## src/rtl/core_pfm_bridge.sv

```systemverilog
// Core-side bridge to the prefetch monitor: buffers decode/retire events out and predictions in.
// Optional macro CORE_PFM_DROP_EN: drop decode events on a full FIFO and count them (dec_drop_cnt).

module core_pfm_fifo #(
    parameter int unsigned W         = 8,
    parameter int unsigned DEPTH     = 4,
    parameter bit          KEEP_HEAD = 1'b0
) (
    input  logic         clk,
    input  logic         rst,
    input  logic         push,
    input  logic [W-1:0] push_data,
    input  logic         pop,
    input  logic         flush,
    output logic [W-1:0] head_data,
    output logic         empty,
    output logic         full
);
    localparam int unsigned PW = $clog2(DEPTH);
    localparam int unsigned CW = PW + 1;

    logic [PW-1:0] wr_ptr_q, wr_ptr_d;
    logic [PW-1:0] rd_ptr_q, rd_ptr_d;
    logic [CW-1:0] count_q, count_d;
    logic [W-1:0]  mem_q [DEPTH];
    logic [W-1:0]  mem_d [DEPTH];
    logic          do_push, do_pop, keep;

    assign empty     = (count_q == '0);
    assign full      = (count_q == CW'(DEPTH));
    assign head_data = mem_q[rd_ptr_q];
    assign do_push   = push && !full && !flush;
    assign do_pop    = pop && !empty;
    // A presented head that was not taken this cycle must survive a flush.
    assign keep      = KEEP_HEAD && !empty && !pop;

    always_comb begin
        mem_d    = mem_q;
        wr_ptr_d = wr_ptr_q;
        rd_ptr_d = rd_ptr_q;
        count_d  = count_q;
        if (do_push) begin
            mem_d[wr_ptr_q] = push_data;
        end
        if (do_pop) begin
            rd_ptr_d = rd_ptr_q + 1'b1;
        end
        if (flush) begin
            if (keep) begin
                wr_ptr_d = rd_ptr_q + 1'b1;
                count_d  = CW'(1);
            end else begin
                wr_ptr_d = rd_ptr_d;
                count_d  = '0;
            end
        end else begin
            if (do_push) begin
                wr_ptr_d = wr_ptr_q + 1'b1;
            end
            count_d = count_q + CW'(do_push) - CW'(do_pop);
        end
    end

    always_ff @(posedge clk or posedge rst) begin
        if (rst) begin
            for (int unsigned i = 0; i < DEPTH; i++) begin
                mem_q[i] <= '0;
            end
            wr_ptr_q <= '0;
            rd_ptr_q <= '0;
            count_q  <= '0;
        end else begin
            mem_q    <= mem_d;
            wr_ptr_q <= wr_ptr_d;
            rd_ptr_q <= rd_ptr_d;
            count_q  <= count_d;
        end
    end
endmodule

module core_pfm_bridge #(
    parameter int unsigned PC_W       = 64,
    parameter int unsigned ADDR_W     = 64,
    parameter int unsigned ID_W       = 8,
    parameter int unsigned DEC_DEPTH  = 4,
    parameter int unsigned RET_DEPTH  = 4,
    parameter int unsigned PRED_DEPTH = 2
) (
    input  logic                   clk,
    input  logic                   reset,
    input  logic                   flush,
    input  logic                   dec_valid,
    output logic                   dec_retry,
    input  logic [PC_W-1:0]        dec_pc,
    input  logic [ID_W-1:0]        dec_id,
    input  logic                   dec_is_st,
    output logic [PC_W+ID_W:0]     coretopfm_dec,
    output logic                   coretopfm_dec_valid,
    input  logic                   coretopfm_dec_retry,
    input  logic                   ret_valid,
    output logic                   ret_retry,
    input  logic [ID_W-1:0]        ret_id,
    input  logic [ADDR_W-1:0]      ret_addr,
    output logic [ID_W+ADDR_W-1:0] coretopfm_retire,
    output logic                   coretopfm_retire_valid,
    input  logic                   coretopfm_retire_retry,
    input  logic [ID_W+ADDR_W-1:0] pfmtocore_pred,
    input  logic                   pfmtocore_pred_valid,
    output logic                   pfmtocore_pred_retry,
    output logic                   pred_valid,
    input  logic                   pred_retry,
    output logic [ID_W-1:0]        pred_id,
    output logic [ADDR_W-1:0]      pred_addr
`ifdef CORE_PFM_DROP_EN
    ,
    output logic [15:0]            dec_drop_cnt
`endif
);
    localparam int unsigned DEC_W = PC_W + ID_W + 1;
    localparam int unsigned RET_W = ID_W + ADDR_W;

    logic             dec_empty, dec_full, dec_push, dec_pop;
    logic             ret_empty, ret_full, ret_push, ret_pop;
    logic             pred_empty, pred_full, pred_push, pred_pop;
    logic [DEC_W-1:0] dec_head;
    logic [RET_W-1:0] ret_head, pred_head;

`ifdef CORE_PFM_DROP_EN
    logic        dec_drop;
    logic [15:0] drop_cnt_q, drop_cnt_d;

    assign dec_retry    = 1'b0;
    // The FIFO itself refuses the write when full or flushing; those events are the drops.
    assign dec_push     = dec_valid;
    assign dec_drop     = dec_valid && (dec_full || flush);
    assign dec_drop_cnt = drop_cnt_q;

    always_comb begin
        drop_cnt_d = drop_cnt_q;
        if (dec_drop && (drop_cnt_q != 16'hFFFF)) begin
            drop_cnt_d = drop_cnt_q + 16'd1;
        end
    end

    always_ff @(posedge clk or posedge reset) begin
        if (reset) begin
            drop_cnt_q <= '0;
        end else begin
            drop_cnt_q <= drop_cnt_d;
        end
    end
`else
    assign dec_retry = dec_full || flush;
    assign dec_push  = dec_valid && !dec_retry;
`endif

    assign ret_retry            = ret_full;
    assign ret_push             = ret_valid && !ret_retry;
    assign pfmtocore_pred_retry = pred_full || flush;
    assign pred_push            = pfmtocore_pred_valid && !pfmtocore_pred_retry;

    assign coretopfm_dec_valid    = !dec_empty;
    assign coretopfm_dec          = dec_head;
    // Retires wait until every earlier decode event has reached the monitor.
    assign coretopfm_retire_valid = !ret_empty && dec_empty;
    assign coretopfm_retire       = ret_head;
    assign pred_valid             = !pred_empty;
    assign pred_id                = pred_head[RET_W-1:ADDR_W];
    assign pred_addr              = pred_head[ADDR_W-1:0];

    assign dec_pop  = coretopfm_dec_valid && !coretopfm_dec_retry;
    assign ret_pop  = coretopfm_retire_valid && !coretopfm_retire_retry;
    assign pred_pop = pred_valid && !pred_retry;

    core_pfm_fifo #(.W(DEC_W), .DEPTH(DEC_DEPTH), .KEEP_HEAD(1'b1)) u_dec_fifo (
        .clk       (clk),
        .rst       (reset),
        .push      (dec_push),
        .push_data ({dec_pc, dec_id, dec_is_st}),
        .pop       (dec_pop),
        .flush     (flush),
        .head_data (dec_head),
        .empty     (dec_empty),
        .full      (dec_full)
    );

    core_pfm_fifo #(.W(RET_W), .DEPTH(RET_DEPTH), .KEEP_HEAD(1'b0)) u_ret_fifo (
        .clk       (clk),
        .rst       (reset),
        .push      (ret_push),
        .push_data ({ret_id, ret_addr}),
        .pop       (ret_pop),
        .flush     (1'b0),
        .head_data (ret_head),
        .empty     (ret_empty),
        .full      (ret_full)
    );

    core_pfm_fifo #(.W(RET_W), .DEPTH(PRED_DEPTH), .KEEP_HEAD(1'b0)) u_pred_fifo (
        .clk       (clk),
        .rst       (reset),
        .push      (pred_push),
        .push_data (pfmtocore_pred),
        .pop       (pred_pop),
        .flush     (flush),
        .head_data (pred_head),
        .empty     (pred_empty),
        .full      (pred_full)
    );
endmodule

```

## config.mk

```make
export PLATFORM = sky130hd
export DESIGN_NAME = core_pfm_bridge
export DESIGN_NICKNAME = d
export VERILOG_FILES = /design/src/rtl/core_pfm_bridge.sv
export SDC_FILE = /design/constraint.sdc
export NUM_CORES = 1
export LEC_CHECK = 0
export CAP_MARGIN = 30
export CORE_ASPECT_RATIO = 1.1
export CORE_MARGIN = 5
export CORE_UTILIZATION = 29
export DETAILED_ROUTE_END_ITERATION = 7
export MAX_ROUTING_LAYER = met4
export SLEW_MARGIN = 0
export SYNTH_ARGS = -nofsm -noshare
export SYNTH_HDL_FRONTEND = slang
export SYNTH_SLANG_ARGS = --single-unit
```

## constraint.sdc

```tcl
create_clock -name clk -period 24.2 [get_ports clk]
set_input_delay 4.84 -clock clk [delete_from_list [all_inputs] [get_ports clk]]
set_output_delay 4.84 -clock clk [all_outputs]
set_load 0.01 [all_outputs]
```

==> results of run 1 <==
[report_power, final]
part | total [mW] | switching (mW) | internal [mW]
Sequential | 2.27 | 0.390 | 1.88
Combinational | 2.87 | 1.07 | 1.79
Clock | 1.32 | 0.534 | 0.787
[state kept, by name, summed over array words and instances (netlist names)]
register,cells
u_dec_fifo.count_q,3
u_dec_fifo.mem_q,292
u_dec_fifo.rd_ptr_q,2
u_dec_fifo.wr_ptr_q,2
u_pred_fifo.count_q,2
u_pred_fifo.mem_q,144
u_pred_fifo.rd_ptr_q,1
u_pred_fifo.wr_ptr_q,1
u_ret_fifo.count_q,3
u_ret_fifo.mem_q,288
u_ret_fifo.rd_ptr_q,2
u_ret_fifo.wr_ptr_q,2
[synth_stat cells (all sizes together) (2+ instances only)]
library cell	instances
mux2	797
dfrtp	742
mux4	145
buf	98
inv	21
clkbuf	17
ha	14
nand2	8
nor3	8
nor2	7
xor2	7
xnor2	5
nand3	4
fa	2
nor2b	2
nor3b	2
o21ai	2
or2	2
[cell usage in the layout, fill, tap and decap left out, types with 20 or more instances in the layout]
| master | synthesis | layout |
|---|---|---|
| dfrtp_1 | 742 | 737 |
| clkdlybuf4s50_1 | 0 | 448 |
| mux2_2 | 446 | 446 |
| mux2_4 | 280 | 280 |
| mux4_2 | 145 | 145 |
| clkbuf_16 | 0 | 88 |
| mux2_1 | 71 | 71 |
| buf_4 | 2 | 27 |
| diode_2 | 0 | 22 |
| inv_1 | 21 | 20 |
| clkbuf_8 | 0 | 20 |
[layout make-up]
type / instances / share of cell area
Clock inverter: 33 / 0.00865
Timing Repair Buffer: 486 / 0.117
Multi-Input combinational cell: 1022 / 0.330
Antenna cell: 22 / 0.00129
Clock buffer: 124 / 0.0597
Tap cell: 1518 / 0.0447
Inverter: 21 / 0.00194
Sequential cell: 742 / 0.437
[through the flow]
step / hold WS (ns) / utilization / power [mW] / cell area [sq um]
2_1_floorplan: 0.454 / - / 3.95 / 33400
3_3_place_gp: 0.463 / 0.344 / 5.06 / 39300
3_5_place_dp: 0.476 / 0.345 / 5.20 / 39400
4_1_cts: 0.489 / 0.370 / 6.57 / 42300
5_1_grt: 0.496 / 0.372 / 6.82 / 42500
6_report: 0.483 / 0.372 / 6.45 / 42500
[worst min-delay path by stage]
stage | start | to | cells past startpoint | slack (ns)
floorplan | u_pred_fifo.mem_q[143] | u_pred_fifo.mem_q[143] | 1 | 0.45
global placement | u_pred_fifo.mem_q[76] | u_pred_fifo.mem_q[76] | 1 | 0.46
detailed placement | u_pred_fifo.mem_q[76] | u_pred_fifo.mem_q[76] | 1 | 0.48
CTS | u_pred_fifo.mem_q[76] | u_pred_fifo.mem_q[76] | 1 | 0.49
global route | u_pred_fifo.mem_q[76] | u_pred_fifo.mem_q[76] | 1 | 0.50
finish | u_pred_fifo.mem_q[76] | u_pred_fifo.mem_q[76] | 1 | 0.48
[logic make-up (layout without fill, tap and decap cells)]
logic type | after synthesis | after routing
other cells | 0 | 22
fa+ha+maj | 16 | 16
xor+xnor | 12 | 12
buf+inv | 136 | 664
flops | 742 | 742
mux | 942 | 942
compound gates | 11 | 11
simple gates | 41 | 41
[routing by layer]
metal  track usage  vias to the layer above  share of wire
li1              -                     7982              -
met5             -                        -              0
met3        0.0437                      120          0.068
met1         0.163                     9903           0.40
met2         0.240                      461           0.51
met4        0.0562                        0          0.028
==> impl_metrics.csv, run 1 <==
group,metric,value,unit
status,outcome,"complete, no violations",
sta,clock_skew,0.0207,ns
floorplanning,io_pins,449,
drt,drcViolationCount,0,
run,drv_cap,0,
placed_design,dpl.hpwl,56200,um
yosys,synth_top_family_by_area,"multiplexers",
yosys,synthAdderAreaFrac,0.00644,
yosys,ys_async_sr_fraction,1.00,
yosys,synth_edf_count,0,
drt,vias,18500,
cts,clk_latency,0.67,ns
worst_setup_path,worstSetupStartpointType,"primary input",
floorplanning,start_util,0.292,
yosys,synth_area_leaders,"dfrtp_1 56%, mux2_2 15%, mux2_4 13%, mux4_2 9.8%, mux2_1 2.4%",
yosys,avgSynthCellArea,17.6,sq um
worst_setup_path,cp.depth,4,
sta,finalCriticalPeriod,11.98,ns
sta,final.period_utilization,0.495,
final_layout,areaGrowthSynthToFinish,27.3,%
yosys,synth_cells,1900,
pwr,power.density,152,mW/mm^2
floorplanning,core_area,0.114,sq mm
worst_setup_path,timing.rr.end,"u_ret_fifo.count_q[2]",
worst_setup_path,worstPathArrival,7.14,ns
cts,hold_buffers,0,
yosys,synth_top_area_cell,"dfrtp_1",
grt,grt_max_degree,148,
cts,cts.clk_slew.worst_paths,0.06,ns
worst_setup_path,crit_type,"primary input to output pin",
grt,grt_pass1_wl,134000,um
floorplanning,dieHeight,366,um
yosys,synth_top_area_share,0.556,
worst_setup_path,end_kind,"output pin",
sta,worst_slack,12.22,ns
min_path,hp-class,"flip-flop to flip-flop",
placed_design,placed_cells_incl_taps,3783,
sta,fin_tns_setup,0,ns
cts,clkSinkCount,742,
sta,slew_viol_final,0,
yosys,synth_compound_area_frac,0.00240,
pwr,p_leak,17.7,nW
cts,clk_path_buf_depth,3,
worst_setup_path,r2r_slack,21.15,ns
yosys,yosysSeqAreaShare,0.556,
yosys,synth_cell_type_count,42,
drt,routed_via_density,4.65,
placed_design,pre_cts_ws,12.18,ns
yosys,ys_warn_count,0,
cts,cts_resized,0,
drt,drt_wl_total,86300,um
placed_design,portBuffers,448,
worst_setup_path,startpoint,"flush",
yosys,synth_flop_cell,"dfrtp_1",
drt,firstDrtPassIters,4,
final_layout,fillers,10600,
floorplanning,rows,130,
worst_setup_path,r2r_cells,10,
yosys,synth_nets,2142,
yosys,synthXorXnorAreaFrac,0.00314,
yosys,synth_area,0.0334,sq mm
placed_design,routabilityCongestion,0.764,
floorplanning,fp.dieW,334,um
worst_setup_path,cp.required,19.36,ns
cts,cts_tree,"built",
final_layout,ff_latch_area,0.0186,sq mm
cts,postCtsSetupBuffers,0,
cts,htree_num_levels,3,
cts,cts_buffers,87,
final_layout,drive_above_1_share,0.440,
sta,fmax,0.0835,GHz
grt,antenna_found_initial,22,
sta,slew-limit-headroom,0.314,
worst_setup_path,crit_top_cell,"clkdlybuf4s50_1",
yosys,synth-simple-area-share,0.00928,
worst_setup_path,path_buf_inv,3,
worst_setup_path,worstPathMaxFanout,14,
drt,routedWlPerCell,21.7,um
yosys,muxShareOfSynthArea,0.398,
grt,grt_pass1_vias,21800,
final_layout,stdcell_count,3968,
sta,hold_viol_final,0,
sta,rsz0062_at_grt,"false",
pwr,vdd.ir_drop.worst,77.2,uV
drt,drt_iter0_markers,771,
floorplanning,dieArea,0.122,sq mm
drt,final_antenna_net_count,0,
worst_setup_path,cp_slowest_cell,"clkdlybuf4s50_1",
final_layout,multi_input_area,0.0140,sq mm
sta,worst_pin_slew,1.03,ns
yosys,synth-seq-cells,742,
final_layout,layout.nets,2602,
grt,overflow,0,
worst_setup_path,critical_path.cell_chain,"clkdlybuf4s50_1 > inv_1 > nand2_1 > clkdlybuf4s50_1",
worst_setup_path,max_stage_delay,1.06,ns
worst_setup_path,r2r_start,"u_dec_fifo.count_q[1]",
sta,setup_violations,0,
worst_setup_path,cp_top_family,"buffers and inverters",
cts,cts_root_buf,"clkbuf_16",
worst_setup_path,crit_end,"pfmtocore_pred_retry",
grt,track_usage,0.144,
Power figures use the tool's default switching activity.
==> run 2, diff against run 1 <==
==> constraint.sdc (replaced) <==
create_clock -name clk -period 11.3 [get_ports clk]
set_input_delay 2.26 -clock clk [delete_from_list [all_inputs] [get_ports clk]]
set_output_delay 2.26 -clock clk [all_outputs]
set_load 0.01 [all_outputs]
==> impl_metrics.csv, run 2 (synthesis gave the netlist of run 1 again) <==
group,metric,value,unit
worst_setup_path,crit_type,"primary input to output pin",
sta,hold_viol_final,0,
sta,finalCriticalPeriod,6.28,ns
worst_setup_path,r2r_slack,8.27,ns
worst_setup_path,crit_top_cell,"clkdlybuf4s50_1",
floorplanning,dieArea,0.122,sq mm
worst_setup_path,path_buf_inv,4,
sta,slew_viol_final,0,
pwr,vdd.ir_drop.worst,159,uV
placed_design,dpl.hpwl,54900,um
pwr,power.density,325,mW/mm^2
sta,fmax,0.159,GHz
drt,drt_iter0_markers,743,
worst_setup_path,worstPathMaxFanout,14,
cts,cts_root_buf,"clkbuf_16",
drt,final_antenna_net_count,0,
worst_setup_path,r2r_cells,10,
grt,grt_max_degree,161,
final_layout,top_register,"u_dec_fifo.mem_q",
grt,track_usage,0.141,
cts,hold_buffers,0,
cts,cts_resized,0,
cts,cts_tree,"built",
drt,routedWlPerCell,21.5,um
sta,rsz0062_at_grt,"false",
sta,clock_skew,0.0226,ns
run,drv_cap,0,
drt,routed_via_density,4.64,
sta,final.period_utilization,0.556,
min_path,hold_depth,1,
worst_setup_path,max_stage_delay,0.59,ns
pwr,clockPowerShare,0.205,
worst_setup_path,cp.depth,5,
worst_setup_path,cp_top_family,"buffers and inverters",
final_layout,largest_reg_flops,292,
final_layout,drive_above_1_share,0.437,
cts,clk_latency,0.65,ns
pwr,power_switching_share,0.308,
cts,htree_num_levels,3,
cts,clkSinkCount,742,
pwr,design_power_total,13.8,mW
drt,firstDrtPassIters,4,
grt,overflow,0,
grt,grt_pass1_vias,21500,
drt,vias,18300,
floorplanning,rows,130,
cts,postCtsSetupBuffers,0,
pwr,p_seq_frac,0.354,
cts,cts.clk_slew.worst_paths,0.06,ns
final_layout,layout.nets,2594,
worst_setup_path,end_kind,"output pin",
floorplanning,start_util,0.292,
sta,worst_slack,5.02,ns
sta,worst_pin_slew,0.935,ns
pwr,switchingPower,4.25,mW
final_layout,reg.largest.list,"u_dec_fifo.mem_q: 292 flops, u_ret_fifo.mem_q: 288 flops, u_pred_fifo.mem_q: 144 flops",
pwr,internal_power,9.56,mW
cts,cts_buffers,85,
sta,slew-limit-headroom,0.377,
worst_setup_path,worstSetupStartpointType,"primary input",
final_layout,areaGrowthSynthToFinish,27.0,%
min_path,hp-class,"flip-flop to flip-flop",
cts,clk_path_buf_depth,3,
drt,drcViolationCount,0,
status,outcome,"complete, no violations",
grt,grt_pass1_wl,133000,um
floorplanning,dieHeight,366,um
sta,setup_violations,0,
worst_setup_path,cp_slowest_cell,"clkdlybuf4s50_1",
placed_design,portBuffers,448,
floorplanning,fp.dieW,334,um
worst_setup_path,cp.required,9.04,ns
floorplanning,core_area,0.114,sq mm
drt,drt_wl_total,84900,um
worst_setup_path,critical_path.cell_chain,"clkdlybuf4s50_1 > buf_4 > inv_1 > nand2_1 > clkdlybuf4s50_1",
final_layout,layout_common_cells,"737 x dfrtp_1, 448 x clkdlybuf4s50_1, 446 x mux2_2",
pwr,comb_power_share,0.441,
placed_design,pre_cts_ws,5.02,ns
floorplanning,io_pins,449,
grt,antenna_found_initial,13,
final_layout,final_common_cell,"dfrtp_1",
worst_setup_path,worstPathArrival,4.02,ns
pwr,p_leak,17.7,nW
placed_design,routabilityCongestion,0.785,
[run 2: power groups by stage]
stage / Clock [mW] / Sequential, mW / Combinational [mW]
final: 2.83 / 4.88 / 6.09
after global routing: 3.03 / 5.05 / 6.49
after CTS: 2.93 / 4.89 / 6.22
after detailed placement: 0 / 4.92 / 6.18
after global placement: 0 / 4.77 / 6.06
after floorplan: 0 / 4.52 / 3.94
[run 2: routing by layer]
| metal | vias up | track usage | wire [um] |
|---|---|---|---|
| li1 | 7937 | - | - |
| met1 | 9870 | 0.164 | 34500 |
| met2 | 419 | 0.241 | 43700 |
| met3 | 99 | 0.0373 | 5010 |
| met4 | 0 | 0.0432 | 1770 |
| met5 | - | - | 0 |
[run 2: stage by stage]
stage / hold WS, ns / utilization / cell area [sq um] / setup TNS, ns / cells
final: 0.484 / 0.371 / 42500 / 0 / 3949
after global routing: 0.498 / 0.371 / 42500 / 0 / 3949
after CTS: 0.490 / 0.370 / 42300 / 0 / 3931
after detailed placement: 0.476 / 0.345 / 39400 / 0 / 3778
after global placement: 0.463 / 0.344 / 39300 / 0 / 3776
after floorplan: 0.454 / - / 33400 / -838.06 / 1900
[run 2: final timing paths]
kind,start,endpoint
max reg2reg,u_dec_fifo.count_q[1],u_ret_fifo.count_q[2]
max,flush,pfmtocore_pred_retry
max in group asynchronous,reset,u_pred_fifo.mem_q[46]
min reg2reg,u_pred_fifo.mem_q[75],u_pred_fifo.mem_q[75]
min in group asynchronous,reset,u_dec_fifo.mem_q[132]
min,u_pred_fifo.mem_q[75],u_pred_fifo.mem_q[75]
[run 2: cell type report]
type	instances	area, sq um
Timing Repair Buffer	480	4920
Inverter	21	82.6
Clock buffer	125	2500
Tap cell	1518	1900
Multi-Input combinational cell	1022	14000
Fill cell	10500	71900
Antenna cell	13	32.5
Clock inverter	28	395
Sequential cell	742	18600
==> run 3, diff against run 2 <==
==> constraint.sdc (replaced) <==
create_clock -name clk -period 5.3 [get_ports clk]
set_input_delay 1.06 -clock clk [delete_from_list [all_inputs] [get_ports clk]]
set_output_delay 1.06 -clock clk [all_outputs]
set_load 0.01 [all_outputs]
==> impl_metrics.csv, run 3 (synthesis gave the netlist of run 1 again) <==
group,metric,value,unit
drt,drcViolationCount,0,
status,outcome,"complete, no violations",
worst_setup_path,crit_type,"flip-flop to output pin",
worst_setup_path,end_kind,"output pin",
worst_setup_path,timing.rr.end,"u_ret_fifo.count_q[2]",
cts,clk_latency,0.65,ns
floorplanning,dieArea,0.122,sq mm
worst_setup_path,r2r_slack,2.31,ns
sta,worst_slack,1.05,ns
cts,clkSinkCount,742,
worst_setup_path,worstPathMaxFanout,41,
grt,track_usage,0.144,
min_path,hp-class,"flip-flop to flip-flop",
worst_setup_path,critical_path.cell_chain,"buf_12 > mux4_2 > clkdlybuf4s50_1",
worst_setup_path,max_stage_delay,1.00,ns
cts,hold_buffers,0,
cts,cts_tree,"built",
floorplanning,dieHeight,366,um
min_path,hold_path.startpoint,"u_pred_fifo.mem_q[76]",
pwr,internal_power,20.5,mW
pwr,clockPowerShare,0.204,
grt,overflow,0,
drt,drt_iter0_markers,629,
cts,cts_root_buf,"clkbuf_16",
placed_design,portBuffers,448,
worst_setup_path,worstPathArrival,3.19,ns
sta,final.period_utilization,0.801,
final_layout,largest_reg_flops,292,
final_layout,drive_above_1_share,0.445,
sta,clock_skew,0.0296,ns
min_path,hold_depth,1,
final_layout,top_register,"u_dec_fifo.mem_q",
cts,postCtsSetupBuffers,0,
cts,cts_buffers,84,
sta,slew-limit-headroom,0.331,
drt,drt_wl_total,85900,um
cts,htree_num_levels,3,
grt,grt_pass1_wl,135000,um
grt,grt_max_degree,134,
cts,cts.clk_slew.worst_paths,0.06,ns
min_path,min_to,"u_pred_fifo.mem_q[76]",
worst_setup_path,r2r_start,"u_dec_fifo.count_q[1]",
placed_design,routabilityCongestion,0.794,
drt,vias,18500,
sta,rsz0062_at_grt,"false",
floorplanning,start_util,0.292,
drt,firstDrtPassIters,4,
floorplanning,io_pins,449,
final_layout,design_area,0.0428,sq mm
drt,final_antenna_net_count,0,
drt,routed_via_density,4.63,
placed_design,dpl.hpwl,57800,um
sta,setup_violations,0,
run,drv_cap,0,
final_layout,areaGrowthSynthToFinish,28.1,%
pwr,power_switching_share,0.306,
grt,antenna_found_initial,23,
cts,clk_path_buf_depth,3,
placed_design,placed_cells_incl_taps,3815,
worst_setup_path,path_buf_inv,2,
sta,finalCriticalPeriod,4.25,ns
final_layout,stdcell_count,3993,
final_layout,layout.nets,2625,
placed_design,place_area,0.0399,sq mm
worst_setup_path,cp.required,4.24,ns
placed_design,pre_cts_ws,1.34,ns
final_layout,layout_common_cells,"737 x dfrtp_1, 448 x clkdlybuf4s50_1, 446 x mux2_2",
pwr,vdd.ir_drop.worst,363,uV
worst_setup_path,cp_slowest_cell,"dfrtp_4",
pwr,switchingPower,9.04,mW
floorplanning,fp.dieW,334,um
worst_setup_path,cp_top_family,"flip-flops",
sta,hold_viol_final,0,
final_layout,final_common_cell,"dfrtp_1",
pwr,p_seq_frac,0.351,
sta,fmax,0.235,GHz
sta,slew_viol_final,0,
floorplanning,rows,130,
pwr,p_leak,17.9,nW
drt,routedWlPerCell,21.5,um
worst_setup_path,r2r_cells,10,
worst_setup_path,worstSetupStartpointType,"flip-flop",
grt,grt_pass1_vias,21900,
floorplanning,core_area,0.114,sq mm
pwr,power.density,689,mW/mm^2
final_layout,reg.largest.list,"u_dec_fifo.mem_q: 292 flops, u_ret_fifo.mem_q: 288 flops, u_pred_fifo.mem_q: 144 flops",
pwr,comb_power_share,0.445,
cts,cts_resized,0,
sta,worst_pin_slew,0.996,ns
-- run 3: cell count changes in the layout (fill, tap and decap cells not counted), sizes merged, moves of 2 or more --
cell and change:
buf +32, clkbuf -3, clkinv +3, clkinvlp +3, diode +10, inv -2
-- run 3: power by group through the flow --
| stage | Combinational, mW | Clock (mW) | Sequential, mW |
|---|---|---|---|
| after floorplan | 8.39 | 0 | 9.64 |
| after global placement | 12.9 | 0 | 10.3 |
| after detailed placement | 13.4 | 0 | 10.4 |
| after CTS | 13.5 | 6.23 | 10.4 |
| after global routing | 14.0 | 6.45 | 10.7 |
| final | 13.1 | 6.01 | 10.4 |
-- run 3: worst max path at each step --
| stage | end | slack [ns] | depth (start not counted) | start |
|---|---|---|---|---|
| after global placement | pfmtocore_pred_retry | 1.35 | 5 | flush |
| after CTS | coretopfm_dec[3] | 0.84 | 3 | u_dec_fifo.rd_ptr_q[0] |
| after global routing | coretopfm_dec[3] | 0.78 | 3 | u_dec_fifo.rd_ptr_q[0] |
| final | coretopfm_dec[3] | 1.05 | 3 | u_dec_fifo.rd_ptr_q[0] |
| after detailed placement | pfmtocore_pred_retry | 1.34 | 5 | flush |
| after floorplan | u_dec_fifo.count_q[0] | -5.93 | 1 | reset |
-- run 3: per-stage QoR --
stage               utilization  TNS [ns]  power [mW]  hold slack, ns
floorplan                     -  -4399.66        18.0           0.454
global placement          0.348         0        23.2           0.463
detailed placement        0.349         0        23.8           0.477
CTS                       0.374         0        30.1           0.490
global route              0.374         0        31.2           0.499
finish                    0.374         0        29.5           0.487
-- run 3: routing by layer --
layer | wire length [um] | vias up | GRT usage
li1 | - | 8032 | -
met1 | 34200 | 9819 | 0.165
met2 | 42700 | 472 | 0.238
met3 | 5950 | 155 | 0.0449
met4 | 3100 | 0 | 0.0566
met5 | 0 | - | -
-- run 3: worst reg2reg max path, delay by kind of cell (launching register included) --
family	cells	cell delay (ns)
xor gates and xnor gates	2	0.33
adders and majority gates	3	0.83
buffers and inverters	3	0.42
DFF	1	0.48
and+or+nand+nor	2	0.88
-- run 3: cell type report --
class | count | area [sq um]
Antenna cell | 23 | 57.6
Clock buffer | 122 | 2470
Clock inverter | 33 | 427
Fill cell | 10500 | 71500
Inverter | 21 | 82.6
Multi-Input combinational cell | 1022 | 14000
Sequential cell | 742 | 18600
Tap cell | 1518 | 1900
Timing Repair Buffer | 512 | 5250
